==> src/rtl/arbiter_pkg.sv <==
// Shared definitions for the arbiter / stream concentrator slice.
//   mux_state_e    : transfer tracking state of arbiter_stream_mux
//   arb_sel_width  : width of a port index for n ports (at least 1 bit)
package arbiter_pkg;

  typedef enum logic [1:0] {
    StIdle,
    StXfer,
    StGap
  } mux_state_e;

  function automatic int unsigned arb_sel_width(int unsigned n);
    return (n > 1) ? $clog2(n) : 1;
  endfunction

endpackage

==> src/rtl/stream_skid.sv <==
// Two-entry register slice with a registered ready.
//   clk, rst            : clock, synchronous active-high reset
//   in_valid/in_data    : upstream beat, accepted when in_valid & in_ready
//   in_ready            : registered; high whenever at least one entry is free
//   out_valid/out_data  : head entry; held stable while out_ready is low
//   out_ready           : downstream accept
module stream_skid #(
  parameter int unsigned WIDTH = 8
) (
  input  logic             clk,
  input  logic             rst,
  input  logic             in_valid,
  input  logic [WIDTH-1:0] in_data,
  output logic             in_ready,
  output logic             out_valid,
  output logic [WIDTH-1:0] out_data,
  input  logic             out_ready
);

  logic [WIDTH-1:0] head_q, head_d, tail_q, tail_d;
  logic [1:0]       count_q, count_d;
  logic             ready_q;
  logic             push, pop;

  assign push = in_valid & ready_q;
  assign pop  = (count_q != 2'd0) & out_ready;

  always_comb begin
    head_d  = head_q;
    tail_d  = tail_q;
    count_d = count_q;
    case (count_q)
      2'd0: begin
        if (push) begin
          head_d  = in_data;
          count_d = 2'd1;
        end
      end
      2'd1: begin
        if (push && pop) begin
          head_d = in_data;
        end else if (push) begin
          tail_d  = in_data;
          count_d = 2'd2;
        end else if (pop) begin
          count_d = 2'd0;
        end
      end
      default: begin
        // Full: ready_q is low, so only a pop can happen here.
        if (pop) begin
          head_d  = tail_q;
          count_d = 2'd1;
        end
      end
    endcase
  end

  always_ff @(posedge clk) begin
    if (rst) begin
      head_q  <= '0;
      tail_q  <= '0;
      count_q <= 2'd0;
      ready_q <= 1'b0;
    end else begin
      head_q  <= head_d;
      tail_q  <= tail_d;
      count_q <= count_d;
      // Ready for next cycle is decided from occupancy only, never from out_ready.
      ready_q <= (count_d != 2'd2);
    end
  end

  assign in_ready  = ready_q;
  assign out_valid = (count_q != 2'd0);
  assign out_data  = head_q;

endmodule

==> src/rtl/arbiter_stream_mux.sv <==
// Stream concentrator paired with a registered round-robin arbiter.
// Turns per-port valid/data/last streams into arbiter requests, forwards beats
// from the granted port into a 2-entry output skid, and drops a port's request
// for one cycle after a release beat so the arbiter token moves on.
//   clk, rst                   : clock, synchronous active-high reset
//   in_valid/in_data/in_last   : per-port input streams (port i at [i*DATA_WIDTH +: DATA_WIDTH])
//   in_ready                   : per-port accept
//   arb_request                : to arbiter request
//   arb_grant/select/active    : registered arbiter outputs
//   out_valid/data/last/port   : shared output stream, out_port = source port
//   out_ready                  : downstream accept
// Build option: ARB_MUX_PKT_LOCK_EN defined -> release only on in_last (packet lock);
// undefined -> every accepted beat releases (per-beat round robin).
module arbiter_stream_mux
  import arbiter_pkg::*;
#(
  parameter int unsigned NUM_PORTS  = 4,
  parameter int unsigned DATA_WIDTH = 32,
  parameter int unsigned SEL_WIDTH  = arb_sel_width(NUM_PORTS)
) (
  input  logic                            clk,
  input  logic                            rst,
  input  logic [NUM_PORTS-1:0]            in_valid,
  input  logic [NUM_PORTS*DATA_WIDTH-1:0] in_data,
  input  logic [NUM_PORTS-1:0]            in_last,
  output logic [NUM_PORTS-1:0]            in_ready,
  output logic [NUM_PORTS-1:0]            arb_request,
  input  logic [NUM_PORTS-1:0]            arb_grant,
  input  logic [SEL_WIDTH-1:0]            arb_select,
  input  logic                            arb_active,
  output logic                            out_valid,
  output logic [DATA_WIDTH-1:0]           out_data,
  output logic                            out_last,
  output logic [SEL_WIDTH-1:0]            out_port,
  input  logic                            out_ready
);

  localparam int unsigned SkidWidth = DATA_WIDTH + 1 + SEL_WIDTH;

  logic [NUM_PORTS-1:0]  hold_q, hold_d;
  logic [NUM_PORTS-1:0]  take;
  logic                  skid_ready, grant_ok, take_any, take_last, rel_beat;
  logic [DATA_WIDTH-1:0] take_data;
  logic [SkidWidth-1:0]  skid_in, skid_out;
  mux_state_e            state_q, state_d;

  assign arb_request = rst ? '0 : (in_valid & ~hold_q);

  // hold masks the stale grant the arbiter still presents the cycle after a release.
  assign grant_ok = arb_active & skid_ready & ~rst;
  assign in_ready = arb_grant & ~hold_q & {NUM_PORTS{grant_ok}};
  assign take     = in_ready & in_valid;
  assign take_any = |take;

  // Grant is one-hot, so at most one take bit selects the payload.
  always_comb begin
    take_data = '0;
    take_last = 1'b0;
    for (int unsigned i = 0; i < NUM_PORTS; i++) begin
      if (take[i]) begin
        take_data = in_data[i*DATA_WIDTH +: DATA_WIDTH];
        take_last = in_last[i];
      end
    end
  end

`ifdef ARB_MUX_PKT_LOCK_EN
  assign rel_beat = take_any & take_last;
`else
  assign rel_beat = take_any;
`endif

  assign hold_d = rel_beat ? take : '0;

  always_comb begin
    state_d = state_q;
    case (state_q)
      StIdle: begin
        if (take_any) begin
          state_d = rel_beat ? StGap : StXfer;
        end
      end
      StXfer: begin
        if (rel_beat) begin
          state_d = StGap;
        end
      end
      StGap:   state_d = StIdle;
      default: state_d = StIdle;
    endcase
  end

  always_ff @(posedge clk) begin
    if (rst) begin
      hold_q  <= '0;
      state_q <= StIdle;
    end else begin
      hold_q  <= hold_d;
      state_q <= state_d;
    end
  end

  assign skid_in = {take_data, take_last, arb_select};

  stream_skid #(
    .WIDTH(SkidWidth)
  ) u_skid (
    .clk       (clk),
    .rst       (rst),
    .in_valid  (take_any),
    .in_data   (skid_in),
    .in_ready  (skid_ready),
    .out_valid (out_valid),
    .out_data  (skid_out),
    .out_ready (out_ready)
  );

  assign {out_data, out_last, out_port} = skid_out;

`ifndef SYNTHESIS
  // A grant that moves mid-packet would interleave packets; this block cannot recover.
  logic [NUM_PORTS-1:0] xfer_grant_q;

  always_ff @(posedge clk) begin
    if (take_any) begin
      xfer_grant_q <= arb_grant;
    end
  end

  always_ff @(posedge clk) begin
    if (!rst && (state_q == StXfer)) begin
      assert (arb_grant == xfer_grant_q);
    end
  end
`endif

endmodule
==> config.mk <==
export PLATFORM = sky130hd
export DESIGN_NAME = arbiter_stream_mux
export DESIGN_NICKNAME = d
export VERILOG_FILES = /design/src/rtl/arbiter_pkg.sv /design/src/rtl/stream_skid.sv /design/src/rtl/arbiter_stream_mux.sv
export SDC_FILE = /design/constraint.sdc
export NUM_CORES = 1
export LEC_CHECK = 0
export CORE_MARGIN = 3
export CORE_UTILIZATION = 34
export DETAILED_ROUTE_END_ITERATION = 10
export DONT_BUFFER_PORTS = 1
export SYNTH_ARGS = -nofsm -noshare
export SYNTH_HDL_FRONTEND = slang
export SYNTH_SLANG_ARGS = --single-unit
==> constraint.sdc <==
create_clock -name clk -period 1.8 [get_ports clk]
set_input_delay 0.27 -clock clk [delete_from_list [all_inputs] [get_ports clk]]
set_output_delay 0.27 -clock clk [all_outputs]
set_load 0.01 [all_outputs]
==> results list <==
- The signal on the critical path passes through buf_6 > and3b_2 > nor4_4 > buf_12 > a222oi_1 > a221oi_1 > a22o_1.
- OpenSTA, run right after detailed placement, puts the worst setup slack at -0.007065 ns.
- The net count of the finished layout is between 600 and 700.
* Floorplan die height: 119.3 um
- The worst-case IR drop observed on VDD is 433.5 uV.
- Worst Setup End Kind: register
- Clock latency on the worst-skew pair, taken at its later pin, is roughly 0.33 ns.
* TritonCTS sink count: 77
- Worst min-delay path category: input pin to register
* Std cell rows: 40
- In the final layout, the share of cells above drive strength 1 is 0.1981.
* Highest metal layer used by the detailed router: met5
* TritonCTS clock tree: built
* Simple-gate area share of the yosys netlist: 0.1316
- Relative max-transition margin: 0.6778
- Sequential cell area: around 1500 sq um
* Vias: 4264
- Number of global-route vias before repair: around 4000
* Critical path startpoint category: register
* Peak fanout along the critical path: 6
- Across the routed clock network, the largest skew measured is around 0.0082 ns.
- Sequential area share after synthesis: 0.3531
- Of the available clock period, the critical path in the final layout requires 1.019.
* Fraction of synthesis flops using an asynchronous set or reset pin: 0
- After synthesis, the most frequently instantiated cells are sky130_fd_sc_hd__dfxtp_1, sky130_fd_sc_hd__nand2_1, sky130_fd_sc_hd__a211oi_1.
- Clock-pin slew on the worst setup and hold paths: ~0.06 ns
- RSZ-0062 raised after global routing: yes
- Summed over all instances, the cell type with the most area after synthesis is sky130_fd_sc_hd__dfxtp_1.
* Wire length of the first global-routing pass: ~22 mm
- Once placement finished, the instance area stood at between 4000 and 5000 sq um.
- Fillers: between 1000 and 1500
* Post-synthesis to final-layout area growth: 20.35%
* Max Clock Freq: about 0.55 GHz
- For the worst setup path, the data arrival time is around 2.1 ns.
- Global routing usage summed across all routing layers: 0.1944
- After synthesis, the netlist uses 52 different library cells.
- The H-tree generated during clock tree synthesis spans 3 levels.
* Logic depth of the worst path, buffers included: 7
- Setup violations, final: 16
- Cells after synthesis: around 520
- Summing all multi-input logic gate instances after layout gives 2559 sq um.
* Count of buffer and inverter cells on the critical path: 2
- On the final layout, the worst hold slack is about 0.049 ns.
- Violations in the final reports: setup timing
* Number of vias per cell: between 6 and 7
- Detailed Route WL: 14.87 mm
- Along the worst hold path, the cell count comes to 1.
- Of the total synthesized cell area, the portion taken by XOR and XNOR cells is 0.002006.
- For the worst flop-to-flop path, the logic depth is 7.
- The total overflow left after global routing is 0.
- Post-synth design cell area: 4365 sq um
- Post-route cell area: around 5300 sq um
- The share of synthesized area in the top cell type comes to 0.3531.
* Maximum number of pins on one net before global-route repair: 46
* Drt initial violations: 300
- Buffers placed on the I/O ports in this run total 0.
- At the worst endpoint, the required time is 2.08 ns.
- Largest family of logic cells by synthesized area: compound AO/OA/AOI/OAI gates
- Core region area: ~12000 sq um
* Post-route DRC: 0
* Library cell contributing the largest single delay on the critical path: sky130_fd_sc_hd__nor4_4
* Detailed-routed wire length on met3: between 1.5 and 2 mm
* Class of the most critical setup path: register to register
- The number of antenna violations at the first check in global routing was 1.
- Worst setup margin: -0.03400 ns
* Max-cap check violation count: 0
* Largest cells by area after synthesis: sky130_fd_sc_hd__dfxtp_1, sky130_fd_sc_hd__a211oi_1, sky130_fd_sc_hd__o31ai_1
* Routed wire length per instance: around 21 um
* Slew Limit Fails: 0
- For this run, the number of Yosys warnings is 0.
- Wire length on met1: approximately 6.0 mm
- Top-count cell post-synth: sky130_fd_sc_hd__dfxtp_1
* Cell family with the largest share of critical-path delay: simple AND/OR/NAND/NOR gates
- Total inserted antenna cells: 0
* Synth Register Bits: between 70 and 80
- Leakage power figure: roughly 1.8 nW
* Count of TritonRoute iterations in the first routing pass: 5
- The synthesized-area fraction occupied by ao, oa, aoi and oai cells is 0.4182.
- Wire segments on met2 add up to just over 7 mm in the final route.
- The run finished, with violations left.
- Maximum cell stage delay along the critical path: roughly 0.42 ns
* Adder and majority gate portion of the synthesized area: 0
- From left edge to right edge, the die measures around 120 um.
* Actual slew at the worst max-slew pin: approximately 0.48 ns
- For this configuration, the core starts out at a cell density of 0.3560.
- Power per unit of standard cell area: about 730 nW/um^2
- Die Footprint: 14230 sq um
* GPL Wtd Cong: about 0.81
- Largest buffer count on any clock path: 2
* Total count of hold-check failures in the final report: 0
- Main synth FF type: sky130_fd_sc_hd__dfxtp_1
- Count of antenna-violating nets left after detailed routing: 0
- Of the post-synthesis cell area, the part taken by muxes is 0.009172.
- Each instance of the synthesized netlist takes up on average about 8.4 sq um.
* Number of buffers created by CTS: 9
- Clock tree synthesis selected as its root buffer the cell sky130_fd_sc_hd__clkbuf_16.
* I/O pins: 190
- Once detailed placement completed, the half-perimeter wirelength came to 10.24 mm.
- The routed design could run at a clock period as short as 1.834 ns.
- The synthesized design contains 0 enable-type register cells.
- Syn nets: ~660
routing by layer:
| layer | vias to the layer above | GRT usage |
|---|---|---|
| met5 | - | 0 |
| met4 | 2 | 0.06013 |
| met3 | 17 | 0.07835 |
| met2 | 202 | 0.3130 |
| met1 | 2048 | 0.2381 |
| li1 | 1995 | - |
repair_timing:
action	4_1_cts	5_1_grt
hold buffers	1	0
hold endpoints to repair	5	0
pin swaps	1	21
gates cloned	0	4
resized for setup	1	26
setup endpoints to repair	17	53
buffers inserted	0	8
state kept, by name, summed over array words and instances (netlist names):
signal and count:
u_skid.count_q 2, u_skid.tail_q 35, u_skid.in_ready 1, hold_q 4, u_skid.out_data 35
per-stage QoR:
stage | TNS, ns | cells | utilization | power, mW
after floorplan | 0 | 517 | - | 1.992
after global placement | 0 | 666 | 0.3840 | 2.065
after detailed placement | -0.03394 | 666 | 0.3840 | 2.071
after CTS | -0.06840 | 681 | 0.4087 | 3.849
after global routing | -3.025 | 693 | 0.4285 | 3.981
final | -0.1821 | 693 | 0.4285 | 3.829
power by group:
part	leakage (nW)	internal, mW	switching (mW)
sequential	0.622	1.72	0.0189
clock	0.144	1.07	0.693
combinational	0.993	0.141	0.184
final cells by class:
cell class                      instances  area share
Multi-Input combinational cell        354      0.4870
Sequential cell                        77      0.2941
Timing Repair Buffer                   45     0.09859
Clock buffer                           13     0.05335
Tap cell                              168     0.04001
Inverter                               35     0.02596
Clock inverter                          1   0.0009526
worst paths after layout:
kind	endpoint	startpoint	slack, ns
min reg2reg	u_skid.tail_q[21]	u_skid.tail_q[21]	0.48
max reg2reg	u_skid.out_data[20]	hold_q[1]	-0.03
max	u_skid.out_data[20]	hold_q[1]	-0.03
min	u_skid.in_ready	rst	0.05
layout by cell type, fill, tap and decap left out, types with 5 or more instances in the layout:
cell,instances
sky130_fd_sc_hd__clkbuf_16,11
sky130_fd_sc_hd__o21ai_1,5
sky130_fd_sc_hd__dfxtp_1,74
sky130_fd_sc_hd__o21ai_0,29
sky130_fd_sc_hd__nand2_1,61
sky130_fd_sc_hd__a31oi_1,5
sky130_fd_sc_hd__o32ai_1,27
sky130_fd_sc_hd__nor2_1,18
sky130_fd_sc_hd__inv_1,31
sky130_fd_sc_hd__o31ai_2,14
sky130_fd_sc_hd__buf_12,9
sky130_fd_sc_hd__a22o_1,27
sky130_fd_sc_hd__nand3_1,5
sky130_fd_sc_hd__buf_6,6
sky130_fd_sc_hd__buf_4,26
sky130_fd_sc_hd__nor3b_1,7
sky130_fd_sc_hd__a211oi_1,50
sky130_fd_sc_hd__o31ai_1,35
logic make-up after synthesis:
| family | count (synthesis) |
|---|---|
| XOR/XNOR | 1 |
| AND/OR/NAND/NOR | 117 |
| multiplexers | 4 |
| flip-flops | 77 |
| buffers and inverters | 86 |
| AO/OA/AOI/OAI | 232 |
Power figures use the tool's default switching activity.
